File: src/rtl/uart_imem_loader_if.sv
// Boot-loader bus: UART byte stream and reload into the loader, imem write port and load status out.
interface uart_imem_loader_if #(
  parameter int DATA_W = 32,
  parameter int ADDR_W = 10
);
  logic              uart_rx_en;
  logic              uart_rx_valid;
  logic [7:0]        uart_rx_data;
  logic              uart_rx_break;
  logic              reload;
  logic              imem_we;
  logic [ADDR_W-1:0] imem_addr;
  logic [DATA_W-1:0] imem_wdata;
  logic [ADDR_W:0]   word_count;
  logic              cpu_rst;
  logic              write_done;
  logic              load_err;

  modport master (
    output uart_rx_en, uart_rx_valid, uart_rx_data, uart_rx_break, reload,
    input  imem_we, imem_addr, imem_wdata, word_count, cpu_rst, write_done, load_err
  );

  modport slave (
    input  uart_rx_en, uart_rx_valid, uart_rx_data, uart_rx_break, reload,
    output imem_we, imem_addr, imem_wdata, word_count, cpu_rst, write_done, load_err
  );
endinterface

File: src/rtl/uart_imem_loader.sv
// Packs UART bytes little-endian into imem words from address 0; write strobe 1 cycle after the last byte, no backpressure.
// An all-ones word ends the load; LOADER_CHECKSUM_EN adds a trailing modulo-256 sum byte check.
module uart_imem_loader #(
  parameter int DATA_W = 32,
  parameter int ADDR_W = 10
) (
  input logic               clk,
  input logic               rst,
  uart_imem_loader_if.slave bus
);
  localparam int NB   = DATA_W / 8;
  localparam int BC_W = (NB > 1) ? $clog2(NB) : 1;

`ifdef LOADER_CHECKSUM_EN
  typedef enum logic [1:0] {S_LOAD, S_CSUM, S_DONE, S_ERR} state_t;
`else
  typedef enum logic [1:0] {S_LOAD, S_DONE, S_ERR} state_t;
`endif

  state_t            state, state_next;
  logic [BC_W-1:0]   byte_cnt;
  logic [DATA_W-1:0] word_buf;
  logic [DATA_W-1:0] asm_word;
  logic              imem_we;
  logic [ADDR_W-1:0] imem_addr;
  logic [DATA_W-1:0] imem_wdata;
  logic [ADDR_W:0]   word_count;
  logic              accept, last_byte, full;
  logic              take_byte, do_write, clear;

`ifdef LOADER_CHECKSUM_EN
  logic [7:0] csum;

  function automatic logic [7:0] byte_sum(input logic [DATA_W-1:0] w);
    logic [7:0] s;
    s = '0;
    for (int i = 0; i < NB; i++) s = s + w[8*i +: 8];
    return s;
  endfunction
`endif

  assign accept    = bus.uart_rx_valid & bus.uart_rx_en;
  assign last_byte = (byte_cnt == BC_W'(NB - 1));
  assign full      = word_count[ADDR_W];

  always_comb begin
    state_next = state;
    take_byte  = 1'b0;
    do_write   = 1'b0;
    clear      = 1'b0;
    asm_word   = word_buf;
    asm_word[{byte_cnt, 3'b000} +: 8] = bus.uart_rx_data;
    case (state)
      S_LOAD: begin
        // break outranks a byte arriving in the same cycle
        if (bus.uart_rx_break) begin
          state_next = S_ERR;
        end else if (accept) begin
          take_byte = 1'b1;
          if (last_byte) begin
            if (&asm_word) begin
`ifdef LOADER_CHECKSUM_EN
              state_next = S_CSUM;
`else
              state_next = S_DONE;
`endif
            end else if (full) begin
              state_next = S_ERR;
            end else begin
              do_write = 1'b1;
            end
          end
        end
      end
`ifdef LOADER_CHECKSUM_EN
      S_CSUM: begin
        if (bus.uart_rx_break) state_next = S_ERR;
        else if (accept) state_next = (bus.uart_rx_data == csum) ? S_DONE : S_ERR;
      end
`endif
      S_DONE, S_ERR: begin
        if (bus.reload) begin
          state_next = S_LOAD;
          clear      = 1'b1;
        end
      end
      default: state_next = S_LOAD;
    endcase
  end

  always_ff @(posedge clk) begin
    if (rst || clear) begin
      state      <= S_LOAD;
      byte_cnt   <= '0;
      word_buf   <= '0;
      imem_we    <= 1'b0;
      imem_addr  <= '0;
      imem_wdata <= '0;
      word_count <= '0;
`ifdef LOADER_CHECKSUM_EN
      csum       <= '0;
`endif
    end else begin
      state   <= state_next;
      imem_we <= do_write;
      // imem_addr trails word_count by a cycle so it holds the written address during the strobe
      if (!full) imem_addr <= word_count[ADDR_W-1:0];
      if (do_write) begin
        imem_wdata <= asm_word;
        word_count <= word_count + 1'b1;
`ifdef LOADER_CHECKSUM_EN
        csum       <= csum + byte_sum(asm_word);
`endif
      end
      if (take_byte) begin
        byte_cnt <= last_byte ? '0 : byte_cnt + 1'b1;
        word_buf <= last_byte ? '0 : asm_word;
      end
    end
  end

  assign bus.imem_we    = imem_we;
  assign bus.imem_addr  = imem_addr;
  assign bus.imem_wdata = imem_wdata;
  assign bus.word_count = word_count;
  assign bus.cpu_rst    = (state != S_DONE);
  assign bus.write_done = (state == S_DONE);
  assign bus.load_err   = (state == S_ERR);
endmodule

File: src/flat_wrapper.sv
// flat-port wrapper written by rule: the top's interface ports become plain ports
module uart_imem_loader_flat 
#(
  parameter int DATA_W = 32,
  parameter int ADDR_W = 10
)
  (clk, rst, bus_uart_rx_en, bus_uart_rx_valid, bus_uart_rx_data, bus_uart_rx_break, bus_reload, bus_imem_we, bus_imem_addr, bus_imem_wdata, bus_word_count, bus_cpu_rst, bus_write_done, bus_load_err);
  uart_imem_loader_if #(.DATA_W(DATA_W), .ADDR_W(ADDR_W)) bus_i ();
  input logic clk;
  input logic rst;
  input wire logic [$bits(bus_i.uart_rx_en)-1:0] bus_uart_rx_en;
  input wire logic [$bits(bus_i.uart_rx_valid)-1:0] bus_uart_rx_valid;
  input wire logic [$bits(bus_i.uart_rx_data)-1:0] bus_uart_rx_data;
  input wire logic [$bits(bus_i.uart_rx_break)-1:0] bus_uart_rx_break;
  input wire logic [$bits(bus_i.reload)-1:0] bus_reload;
  output wire logic [$bits(bus_i.imem_we)-1:0] bus_imem_we;
  output wire logic [$bits(bus_i.imem_addr)-1:0] bus_imem_addr;
  output wire logic [$bits(bus_i.imem_wdata)-1:0] bus_imem_wdata;
  output wire logic [$bits(bus_i.word_count)-1:0] bus_word_count;
  output wire logic [$bits(bus_i.cpu_rst)-1:0] bus_cpu_rst;
  output wire logic [$bits(bus_i.write_done)-1:0] bus_write_done;
  output wire logic [$bits(bus_i.load_err)-1:0] bus_load_err;
  assign bus_i.uart_rx_en = bus_uart_rx_en;
  assign bus_i.uart_rx_valid = bus_uart_rx_valid;
  assign bus_i.uart_rx_data = bus_uart_rx_data;
  assign bus_i.uart_rx_break = bus_uart_rx_break;
  assign bus_i.reload = bus_reload;
  assign bus_imem_we = bus_i.imem_we;
  assign bus_imem_addr = bus_i.imem_addr;
  assign bus_imem_wdata = bus_i.imem_wdata;
  assign bus_word_count = bus_i.word_count;
  assign bus_cpu_rst = bus_i.cpu_rst;
  assign bus_write_done = bus_i.write_done;
  assign bus_load_err = bus_i.load_err;
  uart_imem_loader #(.DATA_W(DATA_W), .ADDR_W(ADDR_W)) u_core (.clk(clk), .rst(rst), .bus(bus_i));
endmodule
File: config.mk
export PLATFORM = sky130hd
export DESIGN_NAME = uart_imem_loader_flat
export DESIGN_NICKNAME = d
export VERILOG_FILES = /design/src/rtl/uart_imem_loader_if.sv /design/src/rtl/uart_imem_loader.sv /design/src/flat_wrapper.sv
export SDC_FILE = /design/constraint.sdc
export NUM_CORES = 1
export LEC_CHECK = 0
export CORE_MARGIN = 1.5
export CORE_UTILIZATION = 45
export DETAILED_ROUTE_END_ITERATION = 8
export PLACE_DENSITY_LB_ADDON = 0.08
export SLEW_MARGIN = 20
export SYNTH_ARGS = -nofsm -noshare
export SYNTH_HDL_FRONTEND = slang
export SYNTH_SLANG_ARGS = --single-unit
File: constraint.sdc
create_clock -name clk -period 3.7 [get_ports clk]
set_input_delay 0.925 -clock clk [delete_from_list [all_inputs] [get_ports clk]]
set_output_delay 0.925 -clock clk [all_outputs]
set_load 0.005 [all_outputs]
Word-level counts from Yosys, hierarchy flattened
Index checks and enable logic that the tools add are counted.
- add/subtract/negate cells: 3
- equal/unequal tests: 8
- shift operators: 2
- multiplexer cells: 21
- bitwise operators: 1
- reductions and logical operators: 5
- operator list (operator ; count):
    $bwmux W32 ; 1
    $mux W32 ; 1
    $reduce_and A32 Y1 ; 1
    $shift A8 B7 Y32 const A ; 1
    $shiftx A8 B7 Y32 ; 1
    $mux W2 ; 7
    $add A11 B1 Y11 const B ; 1
    $mux W1 ; 11
    $neg A5 Y7 ; 1
    $ne A3 B2 Y1 const B ; 2
    $eq A2 B2 Y1 const B ; 2
    $ne A4 B2 Y1 const B ; 1
    $pmux W2 S2 ; 1
    $reduce_and A4 Y1 ; 1
    $add A2 B1 Y2 const B ; 1
    $eq A2 B1 Y1 const B ; 1
    $logic_not A2 Y1 ; 1
    $ne A2 B1 Y1 const B ; 1
    $ne A2 B2 Y1 const B ; 1
    $reduce_or A2 Y1 ; 1
    $and A1 B1 Y1 ; 1
    $logic_or A1 B1 Y1 ; 1
- flip-flop bits (word level): 90
- input port bits: 14
- output and inout port bits: 57

Logic depth before layout (Yosys ltp)
Gate-level depths: netlist of run 1.
- depth after elaboration: 9
- mapped depth: 12
- depth with buffers taken out: 8

Least setup slack after synthesis of run 1
Ideal clock, no wire load.
- path kind: reg2reg
- from: reg u_core.byte_cnt[0]
- to: reg u_core.state[1]
- library setup time: 0.115 ns
- arrival time: 2.448 ns
- data required time: 3.585 ns
- slack: 1.137 ns
- stages on the path, launching flop included: 10
- clock period less this slack: 2.563 ns
- path through: dfxtp_1 -> inv_1 -> ha_1 -> and4bb_2 -> a31oi_1 -> or4_4 -> nor4_4 -> buf_6 -> a21oi_1 -> o21a_1
- word-level cells in the longest chain between the ends: 9
- ends and longest elaborated chain (item ; RTL line ; text):
    from (decl) ; uart_imem_loader.sv:21 ; logic [BC_W-1:0] byte_cnt;
    from (signal assigned) ; uart_imem_loader.sv:116 ; byte_cnt <= last_byte ? '0 : byte_cnt + 1'b1;
    $neg A5 Y7 ; uart_imem_loader.sv:52 ; asm_word[{byte_cnt, 3'b000} +: 8] = bus.uart_rx_data;
    $shiftx A8 B7 Y32 / $shift A8 B7 Y32 (equally long branches) ; uart_imem_loader.sv:52 ;
    $bwmux W32 ; uart_imem_loader.sv:52 ;
    $reduce_and A32 Y1 ; uart_imem_loader.sv:61 ; if (&asm_word) begin
    $mux W2 ; uart_imem_loader.sv:61 ;
    $mux W2 ; uart_imem_loader.sv:60 ; if (last_byte) begin
    $mux W2 ; uart_imem_loader.sv:58 ; end else if (accept) begin
    $mux W2 ; uart_imem_loader.sv:56 ; if (bus.uart_rx_break) begin
    $pmux W2 S2 ; uart_imem_loader.sv:53 ; case (state)
    to (signal assigned) ; uart_imem_loader.sv:104 ; state <= state_next;
    to (decl) ; uart_imem_loader.sv:20 ; state_t state, state_next;
Parallel ways exist; a longest one is shown, timed or not. The select of a mux whose other input is x is not followed.
A chain may end at the register's enable or synchronous reset.

Worst setup path after layout of run 1
- from: reg u_core.byte_cnt[0]
- to: reg u_core.imem_wdata[18], in the netlist u_core.bus.imem_wdata[18]
- word-level cells in the longest chain between the ends: 9
- ends and longest elaborated chain (item ; RTL line ; text):
    $neg A5 Y7 ; uart_imem_loader.sv:52 ;
    $shiftx A8 B7 Y32 / $shift A8 B7 Y32 (equally long branches) ; uart_imem_loader.sv:52 ;
    $bwmux W32 ; uart_imem_loader.sv:52 ;
    $reduce_and A32 Y1 ; uart_imem_loader.sv:61 ;
    $mux W1 ; uart_imem_loader.sv:61 ;
    $mux W1 ; uart_imem_loader.sv:60 ;
    $mux W1 ; uart_imem_loader.sv:58 ;
    $mux W1 ; uart_imem_loader.sv:56 ;
    $mux W1 ; uart_imem_loader.sv:53 ;
    to (signal assigned) ; uart_imem_loader.sv:109 ; imem_wdata <= asm_word;
    to (decl) ; uart_imem_loader.sv:26 ; logic [DATA_W-1:0] imem_wdata;
Parallel ways exist; a longest one is shown, timed or not.

==> results.toml, run 1 <==
[run_status]
outcome = "completed"

[sta]
finalSetupViolations = 0
final_max_slew_viol_count = 0
whs_ns = 0.460
rsz0062_at_grt = "no"
timing.max_slew.rel_slack_pct = 48.8
tightest_slew_ns = 0.767
finalSetupTns_ns = 0
hold_violations = 0
period_needed_ns = 3.31
period_share_pct = 89.4
fmax_mhz = 302
fin_worst_skew_ns = 0.0101

[worst_setup_path]
r2r-start = "u_core.byte_cnt[0]"
crit_type = "flip-flop to flip-flop"
rrSetupSlack_ns = 0.39
max_stage_delay_ns = 0.60
r2r_end = "u_core.bus.imem_wdata[18]"
worstRegToRegCells = 9
critical_path_required_ns = 3.98
crit_chain = "inv_1 -> ha_1 -> and4bb_2 -> a31oi_1 -> nor4_1 -> nand4_1 -> o21ai_0 -> buf_4 -> mux2i_1"
cp.arrival_ns = 3.59
startpoint_type = "flip-flop"
cp-end-kind = "flip-flop"
cp_slowest_cell = "ha_1"
critical_path_peak_fanout = 21

[routing]
drt_first_iter_violations = 307
ant_nets = 0
drc = 0
wl_um = 11300
avgRoutedWirePerCell_um = 15.8
vias_per_cell = 5.48
dr.pass1.iters = 6
detailroute.via_count = 3923

[grt]
grt_overflow_total = 0
grt_pass1_vias = 3644
grt_max_degree = 37
grt_pass1_wl_um = 18400
grt_usage_pct = 22.2
antenna_found_initial = 0

[worst_hold_path]
min-delay-start = "u_core.bus.imem_wdata[11]"
min_path_cells = 2
hold_path_class = "flip-flop to flip-flop"
whs_endpoint = "u_core.bus.imem_wdata[11]"

[synthesis]
syn_area_um2 = 4510
postSynthCellCount = 518
synth_warnings = 0
synth_seq_area_share_pct = 40.0
synth.avg_cell_area_um2 = 8.71
syn_nets = 542
synth_seq_cells = 90
yosysUniqueCellTypes = 45

[clock_tree]
numCtsBuffers = 9
cts_root_buf = "clkbuf_8"
clkTransAtPathRegs_ns = 0.08
insertion_delay_ns = 0.35
cts_hold_buf = 0
clk_path_buf_depth = 2
h-tree-depth = 3
cts_setup_buffers = 0
clock-sinks = 90
cts_tree = "done"
postCtsResizedCells = 0

[place]
gp_congestion = 0.963
place_area_um2 = 5330
dpl.hpwl_um = 7910
io_buffers = 70

[layout]
antenna_cells = 0
fillers = 918
final_util_pct = 56.4
fin_area_um2 = 5480
drive_above_1_share_pct = 10.1
nNetsFinal = 603
area_growth_pct = 21.6

[floorplan]
io_pins = 71
die_h_um = 103
coreArea_um2 = 9730
initial_utilization_pct = 46.3
die_area_um2 = 10600
die_w_um = 103
rows = 36

[power]
p_per_area_nw_per_um2 = 320
p_leak_nw = 1.99
finalPower_w = 0.00175
vdd_drop_max_uv = 261

[job]
drv_cap = 0
[how the worst max path moves through the flow]
stage,start,to,cells past startpoint
global route,u_core.byte_cnt[0],u_core.bus.imem_wdata[6],9
floorplan,u_core.byte_cnt[0],u_core.state[1],9
detailed placement,bus_uart_rx_data[0],u_core.state[1],8
finish,u_core.byte_cnt[0],u_core.bus.imem_wdata[18],9
global placement,bus_uart_rx_data[0],u_core.state[1],8
CTS,u_core.byte_cnt[0],u_core.bus.imem_wdata[18],9
[cells by family (layout without fill, tap and decap cells)]
logic type / Yosys count / in the layout / share of synthesized area, %
AND/OR/NAND/NOR: 216 / 216 / 23.7
AO/OA/AOI/OAI: 100 / 100 / 16.6
flip-flops: 90 / 90 / 40.0
multiplexers: 52 / 52 / 11.6
buffers and inverters: 50 / 115 / 5.44
adder cells (fa/ha/maj): 10 / 10 / 2.77
[sequential cells by signal, summed over array words and instances, names as in the netlist]
register / count
u_core.bus.imem_wdata: 32
u_core.word_buf: 32
u_core.bus.word_count: 11
u_core.bus.imem_addr: 10
u_core.byte_cnt: 2
u_core.state: 2
u_core.bus.imem_we: 1
[critical path: cells and delay by family (launching register included)]
family	cells	cell delay (ns)
adder cells (fa/ha/maj)	1	0.60
flip-flops	1	0.41
AO/OA/AOI/OAI	2	0.50
multiplexers	1	0.19
buffers and inverters	2	0.42
AND/OR/NAND/NOR	3	1.12
[layout by cell type, fill, tap and decap left out, drive strengths merged, types with 7 or more instances in the layout]
| master | instances |
|---|---|
| clkdlybuf4s50 | 70 |
| nand4 | 10 |
| nor2b | 27 |
| clkbuf | 11 |
| mux2i | 51 |
| a22oi | 28 |
| a22o | 8 |
| a21oi | 13 |
| dfxtp | 90 |
| ha | 10 |
| buf | 17 |
| a31o | 16 |
| nand2 | 90 |
| a31oi | 8 |
| inv | 13 |
| nor2 | 48 |
| nand2b | 8 |
| o21ai | 10 |
| and4 | 7 |
[report_power, final]
group	switching (W)	leakage [nW]	internal, W
combinational	0.000125	1.18	0.0000697
sequential	0.00000613	0.725	0.000974
clock	0.000340	0.0827	0.000237
[cell type report]
cell class / count / area, µm² / share of cell area, %
sequential: 90 / 1800 / 32.9
inverter: 13 / 48.8 / 0.890
clock inverter: 4 / 20.0 / 0.365
clock buffer: 11 / 131 / 2.40
multi-input combinational: 378 / 2470 / 45.1
tap: 133 / 166 / 3.04
timing repair buffer: 87 / 841 / 15.3
[metal layers]
| metal | global-route usage, % | vias to the layer above | wire, µm |
|---|---|---|---|
| met2 | 36.3 | 119 | 5450 |
| met5 | 0 | - | 0 |
| met3 | 4.20 | 8 | 554 |
| met1 | 30.6 | 1858 | 5240 |
| met4 | 4.99 | 0 | 92 |
| li1 | - | 1938 | - |
[per-stage QoR]
step | setup WS, ns | instances
floorplan | 1.14 | 518
global placement | 0.421 | 701
detailed placement | 0.388 | 701
CTS | 0.445 | 716
global route | 0.136 | 716
finish | 0.394 | 716
[synth_stat cells, drive strengths merged]
| master | number | area [µm²] |
|---|---|---|
| mux2i | 51 | 510 |
| a211oi | 1 | 12.5 |
| o21a | 2 | 15.0 |
| mux2 | 1 | 11.3 |
| ha | 10 | 125 |
| and3 | 3 | 18.8 |
| a22o | 8 | 70.1 |
| and2 | 3 | 21.3 |
| a32o | 2 | 20.0 |
| a32oi | 3 | 26.3 |
| buf | 16 | 118 |
| nand2 | 90 | 338 |
| a21o | 4 | 30.0 |
| nor2 | 48 | 180 |
| or4 | 1 | 11.3 |
| a31o | 16 | 140 |
| o21ai | 10 | 50.1 |
| dfxtp | 90 | 1800 |
| o22ai | 1 | 6.26 |
| nor4 | 2 | 27.5 |
| inv | 13 | 48.8 |
| and4 | 7 | 61.3 |
| and3b | 4 | 35.0 |
| nor2b | 27 | 169 |
| and4bb | 2 | 25.0 |
| nor3b | 1 | 12.5 |
| a21oi | 13 | 80.1 |
| a2111o | 2 | 22.5 |
| clkbuf | 21 | 78.8 |
| and2b | 2 | 15.0 |
| a22oi | 28 | 210 |
| nand4 | 10 | 62.6 |
| nand3 | 4 | 20.0 |
| o21bai | 2 | 15.0 |
| nor3 | 4 | 20.0 |
| nand2b | 8 | 50.1 |
| a31oi | 8 | 50.1 |
Power figures use the tool's default switching activity.
==> inputs of run 2 (changes only) <==
- clock period: 3.7 -> 4.1 ns (I/O delays scaled with it)
==> results.toml, run 2 (synthesized netlist as in run 1, its figures left out) <==
[worst_setup_path]
crit_type = "flip-flop to flip-flop"
critical_path_peak_fanout = 21
cp.arrival_ns = 3.47
cp-end-kind = "flip-flop"
critical_path_required_ns = 4.36
startpoint_type = "flip-flop"

[sta]
finalSetupTns_ns = 0
fmax_mhz = 312
rsz0062_at_grt = "no"
finalSetupViolations = 0
hold_violations = 0
tightest_slew_ns = 0.704
timing.max_slew.rel_slack_pct = 53.0
final_max_slew_viol_count = 0
period_needed_ns = 3.21
period_share_pct = 78.2
fin_worst_skew_ns = 0.0105

[grt]
grt_usage_pct = 22.3
grt_max_degree = 48
grt_pass1_wl_um = 18100
antenna_found_initial = 0
grt_overflow_total = 0
grt_pass1_vias = 3653

[floorplan]
die_w_um = 103
die_area_um2 = 10600
io_pins = 71
die_h_um = 103
rows = 36
coreArea_um2 = 9730
initial_utilization_pct = 46.3

[layout]
reg_top3 = "u_core.bus.imem_wdata x32, u_core.word_buf x32, u_core.bus.word_count x11"
antenna_cells = 0
area_growth_pct = 21.5
fin_area_um2 = 5480
layout_common_cells = "90 x nand2_1, 90 x dfxtp_1, 70 x clkdlybuf4s50_1"
drive_above_1_share_pct = 9.33
nNetsFinal = 598
fillers = 927

[job]
drv_cap = 0

[clock_tree]
clock-sinks = 90
cts_hold_buf = 0
cts_setup_buffers = 0
clk_path_buf_depth = 2
cts_root_buf = "clkbuf_8"
clkTransAtPathRegs_ns = 0.08
cts_tree = "done"
h-tree-depth = 3
insertion_delay_ns = 0.37
postCtsResizedCells = 0
numCtsBuffers = 9

[place]
place_area_um2 = 5280
io_buffers = 70
gp_congestion = 0.923
dpl.hpwl_um = 7870

[worst_hold_path]
hold_path_class = "flip-flop to flip-flop"

[routing]
avgRoutedWirePerCell_um = 16.0
drc = 0
vias_per_cell = 5.57
wl_um = 11400
detailroute.via_count = 3966
ant_nets = 0
drt_first_iter_violations = 210
dr.pass1.iters = 5

[power]
p_leak_nw = 1.98
vdd_drop_max_uv = 186
p_per_area_nw_per_um2 = 306

[run_status]
outcome = "completed"
==> run 2: path summary, 6_finish.rpt <==
| check | depth (start not counted) | endpoint | startpoint | slack, ns |
|---|---|---|---|---|
| max reg2reg | 9 | u_core.state[1] | u_core.byte_cnt[0] | 0.89 |
| max | 9 | u_core.state[1] | u_core.byte_cnt[0] | 0.89 |
| min reg2reg | 2 | u_core.bus.imem_wdata[21] | u_core.bus.imem_wdata[21] | 0.46 |
| min | 2 | u_core.bus.imem_wdata[21] | u_core.bus.imem_wdata[21] | 0.46 |
==> run 2: metrics by stage <==
step / total power (W) / setup slack [ns] / cells / utilization (%) / hold WS (ns)
finish: 0.00167 / 0.895 / 712 / 56.3 / 0.458
global route: 0.00174 / 0.700 / 712 / 56.3 / 0.481
CTS: 0.00169 / 0.920 / 712 / 56.3 / 0.460
detailed placement: 0.00107 / 0.662 / 696 / 54.3 / 0.449
global placement: 0.00107 / 0.642 / 696 / 54.3 / 0.445
floorplan: 0.00102 / 1.44 / 518 / - / 0.446
==> run 2: power breakdown <==
| group | internal, W | leakage, nW | switching, W |
|---|---|---|---|
| Clock | 0.000315 | 0.101 | 0.000304 |
| Combinational | 0.0000569 | 1.15 | 0.000113 |
| Sequential | 0.000879 | 0.725 | 0.00000582 |
| Total | 0.00125 | 1.98 | 0.000423 |
==> run 2: per-layer routing <==
| metal | global-route usage, % | routed length, µm | part of all wire (%) |
|---|---|---|---|
| met1 | 29.5 | 5170 | 45 |
| met2 | 35.0 | 5380 | 47 |
| met3 | 4.68 | 649 | 5.7 |
| met4 | 10.1 | 211 | 1.8 |
| met5 | 0 | 0 | 0 |
==> run 2: critical path, cell delays in order (launching register included) <==
cell      delay (ns)
dfxtp_1         0.40
inv_1           0.15
ha_1            0.59
and4bb_2        0.54
a31oi_1         0.20
or4_4           0.46
nor4_4          0.25
buf_4           0.23
a21oi_1         0.08
o21a_1          0.19
==> run 2: final cells by class <==
cell class                      instances  area [µm²]  area share [%]
Tap cell                              133         166            3.04
Inverter                               13        48.8           0.891
Clock buffer                           14         163            2.97
Multi-Input combinational cell        378        2470            45.1
Timing Repair Buffer                   82         791            14.4
Clock inverter                          2        35.0           0.639
Sequential cell                        90        1800            32.9
==> inputs of run 3 (changes only) <==
- clock period: 4.1 -> 3.4 ns (I/O delays scaled with it)
==> results.toml, run 3 (synthesized netlist as in run 1, its figures left out) <==
[sta]
period_share_pct = 92.2
fin_worst_skew_ns = 0.00976
period_needed_ns = 3.13
timing.max_slew.rel_slack_pct = 60.8
rsz0062_at_grt = "no"
fin_ws_ns = 0.265
hold_violations = 0
finalSetupTns_ns = 0
fmax_mhz = 319
whs_ns = 0.460
finalSetupViolations = 0
tightest_slew_ns = 0.588
final_max_slew_viol_count = 0

[routing]
wl_um = 11000
vias_per_cell = 5.42
drc = 0
dr.pass1.iters = 4
avgRoutedWirePerCell_um = 15.2
drt_first_iter_violations = 175
detailroute.via_count = 3924
ant_nets = 0

[worst_setup_path]
worstRegToRegCells = 10
critical_path_peak_fanout = 10
r2r-start = "u_core.byte_cnt[0]"
startpoint_type = "flip-flop"
crit_type = "flip-flop to flip-flop"
cp-end-kind = "flip-flop"
cp.arrival_ns = 3.42
critical_path_required_ns = 3.68
r2r_end = "u_core.bus.imem_wdata[18]"
rrSetupSlack_ns = 0.27

[floorplan]
io_pins = 71
coreArea_um2 = 9730
initial_utilization_pct = 46.3
rows = 36
die_area_um2 = 10600
die_h_um = 103
die_w_um = 103

[grt]
grt_pass1_wl_um = 17900
grt_usage_pct = 21.7
grt_max_degree = 85
grt_pass1_vias = 3640
grt_overflow_total = 0
antenna_found_initial = 0

[clock_tree]
postCtsResizedCells = 0
cts_setup_buffers = 0
cts_hold_buf = 0
clock-sinks = 90
insertion_delay_ns = 0.36
cts_root_buf = "clkbuf_8"
numCtsBuffers = 9
cts_tree = "done"
h-tree-depth = 3
clkTransAtPathRegs_ns = 0.09
clk_path_buf_depth = 2

[place]
place_area_um2 = 5400
io_buffers = 70
dpl.hpwl_um = 7710
dp_slack_ns = 0.147
gp_congestion = 0.883

[worst_hold_path]
hold_path_class = "flip-flop to flip-flop"
whs_endpoint = "u_core.bus.imem_wdata[28]"
min_path_cells = 2
min-delay-start = "u_core.bus.imem_wdata[28]"

[power]
combPwrFrac_pct = 10.6
cell_internal_pwr_w = 0.00152
power.share.clock_pct = 36.9
netSwitchingFraction_pct = 25.1
vdd_drop_max_uv = 237
p_sw_w = 0.000509
p_leak_nw = 2.05
p_seq_share_pct = 52.6
p_per_area_nw_per_um2 = 363

[layout]
reg_top3 = "u_core.bus.imem_wdata x32, u_core.word_buf x32, u_core.bus.word_count x11"
drive_above_1_share_pct = 11.2
area_growth_pct = 24.1
antenna_cells = 0
fin_area_um2 = 5590
nNetsFinal = 610
layout_common_cells = "90 x nand2_1, 90 x dfxtp_1, 70 x clkdlybuf4s50_1"

[run_status]
outcome = "completed"

[job]
drv_cap = 0
[run 3: changes by cell type in the layout (fill, tap and decap cells not counted), sizes merged]
cell,change
buf,+12
[run 3: worst max-delay path by stage]
stage,to,cells past startpoint,start
CTS,u_core.bus.imem_wdata[18],10,u_core.byte_cnt[0]
floorplan,u_core.state[1],9,u_core.byte_cnt[0]
finish,u_core.bus.imem_wdata[18],10,u_core.byte_cnt[0]
global route,u_core.bus.imem_wdata[19],10,u_core.byte_cnt[0]
global placement,u_core.bus.imem_wdata[2],9,bus_uart_rx_data[3]
detailed placement,u_core.bus.imem_wdata[18],9,bus_uart_rx_data[3]
[run 3: power by group through the flow]
stage | clock, W | sequential, W | combinational, W
detailed placement | 0 | 0.00109 | 0.000212
global route | 0.000809 | 0.00107 | 0.000236
global placement | 0 | 0.00109 | 0.000212
floorplan | 0 | 0.00109 | 0.000137
finish | 0.000748 | 0.00107 | 0.000214
CTS | 0.000768 | 0.00107 | 0.000214
[run 3: metrics by stage]
step / std cells / utilization (%) / total power, W
after detailed placement: 708 / 55.5 / 0.00130
after global placement: 708 / 55.5 / 0.00130
after CTS: 724 / 57.5 / 0.00205
after global routing: 724 / 57.5 / 0.00211
final: 724 / 57.5 / 0.00203
after floorplan: 518 / - / 0.00123
[run 3: area by class of cell]
cell class,instances,area [µm²]
Sequential cell,90,1800
Tap cell,133,166
Timing Repair Buffer,94,906
Fill cell,939,4140
Inverter,13,48.8
Clock buffer,14,163
Multi-Input combinational cell,378,2470
Clock inverter,2,35.0
[run 3: worst max-delay path, cell delays in order (launching register included)]
cell      delay, ns
dfxtp_1        0.51
inv_1          0.14
ha_1           0.37
and4bb_2       0.44
buf_4          0.17
a31oi_1        0.12
nor4_1         0.36
nand4_1        0.17
o21ai_0        0.30
buf_4          0.26
mux2i_1        0.21
[run 3: metal layers]
layer	share of wire (%)	up-vias	routed length, µm	track usage [%]
li1	-	1951	-	-
met1	48	1855	5260	29.1
met2	46	103	5120	35.4
met3	4.1	15	457	2.78
met4	1.7	0	189	8.73
met5	0	-	0	0
